<file path="config.mk">
export PLATFORM = sky130hd
export DESIGN_NAME = fetch_unit
export DESIGN_NICKNAME = d
export VERILOG_FILES = /design/src/rtl/riscv_pkg.sv /design/src/rtl/fetch_fifo.sv /design/src/rtl/fetch_unit.sv
export SDC_FILE = /design/constraint.sdc
export NUM_CORES = 1
export LEC_CHECK = 0
export ABC_AREA = 1
export BUFFER_PORTS_ARGS = -buffer_cell sky130_fd_sc_hd__buf_2
export CORE_MARGIN = 8
export CORE_UTILIZATION = 50
export CTS_BUF_LIST = sky130_fd_sc_hd__clkbuf_4 sky130_fd_sc_hd__clkbuf_8
export DETAILED_ROUTE_END_ITERATION = 7
export PLACE_DENSITY_LB_ADDON = 0.1
export SLEW_MARGIN = 15
export SYNTH_ARGS = -nofsm -noshare
export SYNTH_HDL_FRONTEND = slang
export SYNTH_HIERARCHICAL = 1
export SYNTH_SLANG_ARGS = --single-unit
export TNS_END_PERCENT = 20
</file>
<file path="constraint.sdc">
create_clock -name clk -period 5.2 [get_ports clk]
set_input_delay 1.04 -clock clk [delete_from_list [all_inputs] [get_ports clk]]
set_output_delay 1.04 -clock clk [all_outputs]
set_load 0.02 [all_outputs]
</file>
<file path="src/rtl/riscv_pkg.sv">
// Shared fetch-stage types and constants.
package riscv_pkg;

    typedef enum logic [1:0] {
        S_BOOT,
        S_RUN,
        S_FLUSH
    } fetch_state_t;

    localparam int unsigned INSTR_BYTES      = 4;
    localparam logic [31:0] DEFAULT_RESET_PC = 32'h0000_0000;

endpackage

</file>
<file path="src/rtl/fetch_fifo.sv">
// Instruction buffer: power-of-two circular FIFO with synchronous clear and
// simultaneous push/pop at any occupancy, including full.
module fetch_fifo #(
    parameter int unsigned WIDTH = 64,
    parameter int unsigned DEPTH = 4
) (
    input  logic                     clk,
    input  logic                     rst,
    input  logic                     push,
    input  logic [WIDTH-1:0]         push_data,
    input  logic                     pop,
    input  logic                     clear,
    output logic                     full,
    output logic                     empty,
    output logic [$clog2(DEPTH):0]   count,
    output logic [WIDTH-1:0]         head_data
);

    localparam int unsigned PW = $clog2(DEPTH);

    logic [WIDTH-1:0] r_mem [DEPTH];
    logic [PW-1:0]    r_rd_ptr;
    logic [PW-1:0]    r_wr_ptr;
    logic [PW:0]      r_count;
    logic             w_do_push;
    logic             w_do_pop;

    assign empty     = (r_count == '0);
    assign full      = (r_count == (PW+1)'(DEPTH));
    assign count     = r_count;
    assign head_data = r_mem[r_rd_ptr];

    // A pop frees the slot this cycle, so a push into a full FIFO is legal with it.
    assign w_do_pop  = pop & ~empty;
    assign w_do_push = push & (~full | w_do_pop);

    always_ff @(posedge clk or posedge rst) begin
        if (rst) begin
            r_rd_ptr <= '0;
            r_wr_ptr <= '0;
            r_count  <= '0;
        end else if (clear) begin
            r_rd_ptr <= '0;
            r_wr_ptr <= '0;
            r_count  <= '0;
        end else begin
            if (w_do_push) r_wr_ptr <= r_wr_ptr + PW'(1);
            if (w_do_pop)  r_rd_ptr <= r_rd_ptr + PW'(1);
            unique case ({w_do_push, w_do_pop})
                2'b10:   r_count <= r_count + (PW+1)'(1);
                2'b01:   r_count <= r_count - (PW+1)'(1);
                default: r_count <= r_count;
            endcase
        end
    end

    always_ff @(posedge clk) begin
        if (w_do_push && !clear) r_mem[r_wr_ptr] <= push_data;
    end

endmodule

</file>
<file path="src/rtl/fetch_unit.sv">
// Instruction fetch stage: issues word-aligned requests, buffers in-order
// responses with their PCs, and drops stale responses after a redirect.
module fetch_unit
    import riscv_pkg::*;
#(
    parameter int unsigned      WIDTH      = 32,
    parameter int unsigned      FIFO_DEPTH = 4,
    parameter logic [WIDTH-1:0] RESET_PC   = WIDTH'(DEFAULT_RESET_PC)
) (
    input  logic             clk,
    input  logic             rst,
    output logic             imem_req_valid,
    output logic [WIDTH-1:0] imem_req_addr,
    input  logic             imem_req_ready,
    input  logic             imem_resp_valid,
    input  logic [WIDTH-1:0] imem_resp_data,
    input  logic             redirect_en,
    input  logic [WIDTH-1:0] redirect_pc,
    input  logic             stop_fetch,
    output logic             f2d_valid,
    output logic [WIDTH-1:0] f2d_instr,
    output logic [WIDTH-1:0] f2d_pc,
    input  logic             f2d_ready
);

    localparam int unsigned CW = $clog2(FIFO_DEPTH) + 1;

    fetch_state_t     r_state;
    logic [WIDTH-1:0] r_fetch_pc;
    logic [WIDTH-1:0] r_resp_pc;
    logic [CW-1:0]    r_outstanding_cnt;
    logic [CW-1:0]    r_discard_cnt;

    logic             w_req_fire;
    logic             w_pop;
    logic             w_push;
    logic             w_fifo_full;
    logic             w_fifo_empty;
    logic [CW-1:0]    w_fifo_count;
    logic [2*WIDTH-1:0] w_head;
    logic [WIDTH-1:0] w_redir_pc;
    logic [CW-1:0]    w_discard_next;

    // Credit check counts in-flight requests as already occupying buffer slots.
    assign imem_req_valid = (r_state == S_RUN) && !redirect_en && !stop_fetch &&
                            (({1'b0, r_outstanding_cnt} + {1'b0, w_fifo_count}) <
                             (CW+1)'(FIFO_DEPTH));
    assign imem_req_addr  = r_fetch_pc;
    assign w_req_fire     = imem_req_valid & imem_req_ready;

    assign f2d_valid = ~w_fifo_empty;
    assign f2d_instr = f2d_valid ? w_head[2*WIDTH-1:WIDTH] : '0;
    assign f2d_pc    = f2d_valid ? w_head[WIDTH-1:0] : '0;

    assign w_pop  = f2d_valid & f2d_ready & ~redirect_en;
    assign w_push = imem_resp_valid & (r_discard_cnt == '0) & ~redirect_en &
                    (~w_fifo_full | w_pop);

    assign w_redir_pc     = redirect_pc & ~(WIDTH'(INSTR_BYTES - 1));
    assign w_discard_next = r_outstanding_cnt - CW'(imem_resp_valid);

    fetch_fifo #(
        .WIDTH (2 * WIDTH),
        .DEPTH (FIFO_DEPTH)
    ) u_fifo (
        .clk       (clk),
        .rst       (rst),
        .push      (w_push),
        .push_data ({imem_resp_data, r_resp_pc}),
        .pop       (w_pop),
        .clear     (redirect_en),
        .full      (w_fifo_full),
        .empty     (w_fifo_empty),
        .count     (w_fifo_count),
        .head_data (w_head)
    );

    always_ff @(posedge clk or posedge rst) begin
        if (rst) begin
            r_state           <= S_BOOT;
            r_fetch_pc        <= RESET_PC;
            r_resp_pc         <= RESET_PC;
            r_outstanding_cnt <= '0;
            r_discard_cnt     <= '0;
        end else begin
            unique case ({w_req_fire, imem_resp_valid})
                2'b10:   r_outstanding_cnt <= r_outstanding_cnt + CW'(1);
                2'b01:   r_outstanding_cnt <= r_outstanding_cnt - CW'(1);
                default: r_outstanding_cnt <= r_outstanding_cnt;
            endcase

            if (redirect_en) begin
                // Everything still in flight belongs to the old path.
                r_fetch_pc    <= w_redir_pc;
                r_resp_pc     <= w_redir_pc;
                r_discard_cnt <= w_discard_next;
                r_state       <= (w_discard_next != '0) ? S_FLUSH : S_RUN;
            end else begin
                if (w_req_fire) r_fetch_pc <= r_fetch_pc + WIDTH'(INSTR_BYTES);
                if (imem_resp_valid) begin
                    if (r_discard_cnt == '0) r_resp_pc <= r_resp_pc + WIDTH'(INSTR_BYTES);
                    else                     r_discard_cnt <= r_discard_cnt - CW'(1);
                end
                case (r_state)
                    S_BOOT:  r_state <= S_RUN;
                    S_RUN:   r_state <= S_RUN;
                    S_FLUSH: begin
                        if (r_discard_cnt == '0 ||
                            (r_discard_cnt == CW'(1) && imem_resp_valid)) begin
                            r_state <= S_RUN;
                        end
                    end
                    default: r_state <= S_BOOT;
                endcase
            end
        end
    end

endmodule

</file>
# Yosys cells after proc, flatten, opt, wreduce, memory -nomap -nowiden
# Memories as Yosys holds them, arrays and structs flattened.
# Index checks and enable logic that the tools add are counted.
[word_totals]
regBits = 79
mem_bits_rw = 256
in_bits = 71
output_inout_bits = 98
mem_count = 1
[memory_table]
columns = ["memory", "depth", "word_bits", "read_ports", "rd_ports_with_merged_regs", "write_ports", "line", "text"]
rows = [
  ["u_fifo.r_mem", 4, 64, 1, 0, 1, "fetch_fifo.sv:21", "logic [WIDTH-1:0] r_mem [DEPTH];"],
]
[classes]
add_sub_neg = 11
n_lt_le_gt_ge = 1
eq_ne = 10
mux = 23
n_bitwise = 13
reduce_logical = 22
[op_table]
columns = ["op", "n"]
rows = [
  ["32-bit 2-to-1 mux", 7],
  ["32-bit by 3-bit adder with 32-bit output (second input constant)", 2],
  ["2-bit 2-to-1 mux", 7],
  ["3-bit 2-to-1 mux", 4],
  ["3-bit one-hot mux with 2 select lines", 2],
  ["2-bit nonzero test", 6],
  ["3-bit by 1-bit subtractor with 3-bit output (second input constant)", 3],
  ["1-bit bitwise AND", 8],
  ["3-bit by 1-bit adder with 3-bit output (second input constant)", 2],
  ["2-bit by 1-bit equality test with 1-bit output (second input constant)", 3],
  ["2-bit equality test (second input constant)", 3],
  ["3-bit logical NOT", 2],
  ["3-bit nonzero test", 2],
  ["1-bit logical AND", 5],
  ["2-bit by 1-bit adder with 2-bit output (second input constant)", 2],
  ["3-bit by 3-bit adder with 4-bit output", 1],
  ["4-bit by 3-bit < comparator with 1-bit output (second input constant)", 1],
  ["2-bit one-hot mux with 2 select lines", 1],
  ["2-bit AND reduction", 2],
  ["3-bit by 1-bit equality test with 1-bit output (second input constant)", 1],
  ["3-bit equality test (second input constant)", 1],
  ["3-bit != test (second input constant)", 1],
  ["1-bit inverter", 3],
  ["3-bit by 1-bit subtractor with 3-bit output", 1],
  ["7 further kinds", 10],
]

# Logic depth before layout (Yosys ltp)
[depth]
depth_word = 10
ltp_mapped = 16
mapped_depth_nobuf = 16

# By module
# Netlist, hierarchy kept.
[by_module_without_submodules]
columns = ["module", "n_inst", "cells_each", "area_per_inst_um2", "seq_area_each_um2"]
rows = [
  ["fetch_fifo", 1, 686, 9983.3, 7862.5],
  ["fetch_unit", 1, 820, 5206.2, 1701.6],
]

# Least setup slack after synthesis
# OpenSTA, ideal clock, no wires.
[synth_timing]
kind = "input-to-reg"
from = "in redirect_en"
to = "mem u_fifo.r_mem[0][0] (enable)"
setup_time_ns = 0.487
t_arrival_ns = 4.681
setup_slack_ns = 0.033
cell_stages = 8
n_path_buf = 3
cell_sequence = "buf_6 -> clkbuf_1 -> buf_2 -> nor2_1 -> inv_1 -> nand2_1 -> nand3_1 -> nor2_1"
[synth_between]
elab_chain_len = 8
[synth_lines]
columns = ["item", "line", "text"]
rows = [
  ["start, declared", "fetch_unit.sv:17", "input logic redirect_en,"],
  ["1-bit inverter (*)", "fetch_unit.sv:55", "assign w_pop = f2d_valid & f2d_ready & ~redirect_en;"],
  ["1-bit bitwise AND (*)", "fetch_unit.sv:55", ""],
  ["via w_pop", "fetch_unit.sv:35", "logic w_pop;"],
  ["1-bit bitwise OR / 1-bit bitwise AND (equally long branches)", "fetch_unit.sv:57, fetch_fifo.sv:34", ""],
  ["1-bit bitwise AND / 1-bit bitwise OR (equally long branches)", "fetch_unit.sv:56, fetch_fifo.sv:35", ""],
  ["1-bit bitwise AND (*)", "fetch_fifo.sv:35", "assign w_do_push = push & (~full | w_do_pop);"],
  ["1-bit logical AND (*)", "fetch_fifo.sv:58", "if (w_do_push && !clear) r_mem[r_wr_ptr] <= push_data;"],
  ["1-bit 2-to-1 mux (*)", "fetch_fifo.sv:58", ""],
  ["1-bit 2-to-1 mux (not written as such) (*)", "fetch_fifo.sv:58", ""],
  ["end, declared", "fetch_fifo.sv:21", ""],
]
# The timed path passes the listed nets; every way through them passes the cells marked *.

# Final worst setup path
[layout_timing]
from = "reg u_fifo.r_rd_ptr[0]"
to = "out f2d_pc[12]"
[layout_between]
elab_chain_len = 2
[layout_lines]
columns = ["item", "line", "text"]
rows = [
  ["start, declared", "fetch_fifo.sv:22", "logic [PW-1:0] r_rd_ptr;"],
  ["start signal, assigned", "fetch_fifo.sv:48", "if (w_do_pop) r_rd_ptr <= r_rd_ptr + PW'(1);"],
  ["memory 4 x 64 bit", "--", ""],
  ["via w_head[12]", "fetch_unit.sv:40", "logic [2*WIDTH-1:0] w_head;"],
  ["32-bit 2-to-1 mux", "fetch_unit.sv:53", "assign f2d_pc = f2d_valid ? w_head[WIDTH-1:0] : '0;"],
  ["end, declared", "fetch_unit.sv:22", "output logic [WIDTH-1:0] f2d_pc,"],
]
# The timed path passes the listed nets, and every way through them passes these cells.

==> out/metrics.csv <==
metric,value,unit
run status,"finished, final reports clean",
slew margin rel.,39.6,%
Synth area leader,edfxtp_1,
Post-Place Setup Slack,1.15,ns
multi-input logic area,4650,sq um
die area,36200,sq um
Syn Area/Cell,10.1,sq um
routed length per instance,17.1,um
GRT Overall Usage,19.7,%
pin slew with the least headroom to its limit,0.907,ns
Die H,190,um
Sw Ratio,34.2,%
share of cells above drive strength 1,17.5,%
Internal Power,0.00472,W
worst-path cell chain,"buf_4, o21ai_0, o22ai_1, inv_1, nor2_1, buf_2",
antenna-violating nets left,0,
residual overflow from global routing,0,
worst-path maximum fanout,70,
leak pwr,7.16,nW
final setup TNS,0,ns
min cycle time layout,4.08,ns
YS warnings,6,
CTS clock-pin slew for the worst setup and hold paths,0.06,ns
root buffer cell,clkbuf_8,
Skew-Pair Late Insertion Delay,0.58,ns
Post-synth EDFFs,256,
Port Buffers,164,
"Setup violations, final",0,
# fillers,2673,
drt first pass iters,5,
hold_buf cts,0,
cells after synthesis,1506,
drt via density,5.31,
list of most frequent post-synthesis cells,"265 x nor2_1, 256 x edfxtp_1, 234 x nand2_1, 155 x inv_1, 105 x o21ai_0",
Synth top area share,50.6,%
Die Wd,190,um
post-synthesis cell area,15200,sq um
kind of critical path,reg2out,
CP required,4.16,ns
Final #Nets,1772,
ANT cells,0,
Post-synth top flop,edfxtp_1,
Final Slew Violations,0,
unrepaired setup endpoints after global routing,no,
CP max stage cell,dfrtp_4,
# rows,64,
first-pass GRT wire length,57300,um
combinational share of power,24.9,%
Vias,11300,
cts bufs inserted,54,
"Hold Violations, Final",0,
FMAX,245,MHz
Worst setup EP type,output pin,
Seq pwr share,45.8,%
htree depth,2,
Worst Slack Setup Final,1.12,ns
switching power,0.00246,W
Yosys cell types,40,
CP peak stage delay,0.86,ns
vias in the first global route,11000,
CP arrival,3.04,ns
min-delay worst type,in2async,
Initial Util,50.2,%
CTS tree,done,
clock share of power,29.2,%
# IOs,169,
area of the core,30300,sq um
Tcrit/Tclk final,78.4,%
area delta synth->final,14.4,%
PD cells,413,nW/um^2
"Seq/Total Area, Yosys",63.0,%
Storage cell area,9570,sq um
largest cells by area after synthesis,"edfxtp_1 51%, dfrtp_1 12%, nor2_1 6.5%, nand2_1 5.8%, inv_1 3.8%",
"FFs w/ async S/R, synth",22.7,%
initial DRC count,672,
crit start category,flip-flop,
Remaining DRCs,0,
Max Cap Violations,0,
Clock Skews,0.0136,ns
initial antenna violation count,0,
Post-DP HPWL,22900,um
clk sinks,331,
Worst Hold Slack,0.420,ns
"flops & latches, synth",331,
placer congestion estimate,0.848,
post-route cell area,17400,sq um
final wirelength,36300,um
setup bufs post-CTS,0,
worst vdd rail ir drop,0.000209,V
post-CTS resize count,0,
clock buffer depth,3,
top-count cell post-synth,nor2_1,
pin count of the biggest net entering global routing,77,
Placed Area,16400,sq um
-- worst max-delay path: cells and delay by family (launching register included) --
family                 cells  cell delay (ns)
buffers and inverters      3             0.93
flip-flops                 1             0.86
AO/OA/AOI/OAI              2             0.40
AND/OR/NAND/NOR            1             0.22
-- power groups by stage --
stage	Sequential [W]	Clock [W]	Combinational, W
6_report	0.00329	0.00210	0.00179
5_1_grt	0.00332	0.00227	0.00200
4_1_cts	0.00329	0.00216	0.00182
3_5_place_dp	0.00334	0	0.00182
3_3_place_gp	0.00333	0	0.00180
2_1_floorplan	0.00328	0	0.00126
-- sequential cells by signal, indices dropped and copies added (netlist names) --
signal	flops
u_fifo/r_wr_ptr	2
u_fifo/r_mem	256
r_discard_cnt	3
u_fifo/count	3
imem_req_addr	30
r_outstanding_cnt	3
r_state	2
u_fifo/r_rd_ptr	2
r_resp_pc	30
-- layout by cell type (no fill, tap or decap), types with 17 or more instances in the layout --
cell type and count:
nor2_1 261, edfxtp_1 256, nand2_1 234, buf_2 164, inv_1 153, o21ai_0 105, nand3_1 80, dfrtp_1 73
o22ai_1 64, clkbuf_8 55, o21ai_1 54, a21oi_1 22, nand4_1 19, o211ai_1 19, clkbuf_4 18, xor2_1 17
-- cell families after synthesis --
group	count (synthesis)	synth area share [%]
other	1	0.0247
xor gates and xnor gates	24	1.38
adders and majority gates	16	1.42
AOI/OAI and AO/OA	274	10.0
buffers and inverters	230	6.84
DFF	331	63.0
and+or+nand+nor	630	17.3
-- stage by stage --
step | total power [W] | util [%] | instances
floorplan | 0.00454 | - | 1515
global placement | 0.00513 | 54.1 | 2025
detailed placement | 0.00516 | 54.1 | 2025
CTS | 0.00727 | 57.4 | 2124
global route | 0.00759 | 57.4 | 2124
finish | 0.00718 | 57.4 | 2124
-- path summary, 6_finish.rpt --
check,endpoint,from,slack [ns],cells after the start
max reg2reg,u_fifo/r_mem[1][19],r_discard_cnt[0],1.71,10
min reg2reg,r_state[0],r_state[0],0.50,1
max in group asynchronous,r_resp_pc[21],rst,3.55,3
max,f2d_pc[12],u_fifo/r_rd_ptr[0],1.12,6
min,u_fifo/count[1],rst,0.42,2
min in group clk,r_state[0],r_state[0],0.50,1
-- layer usage --
metal	part of all wire (%)	global-route usage [%]	wire length, um	vias up
li1	-	-	-	5489
met5	0	0	0	-
met2	48	32.8	17300	336
met4	2.3	6.44	818	0
met1	44	25.8	16100	5385
met3	5.9	3.49	2150	60
-- layout make-up --
class / instances / area share [%]
clock buffer: 73 / 5.13
clock inverter: 26 / 0.684
inverter: 163 / 3.54
multi-input combinational: 954 / 26.8
sequential: 331 / 55.1
tap: 396 / 2.85
timing repair buffer: 181 / 5.96
(Power assumes the default switching activity.)
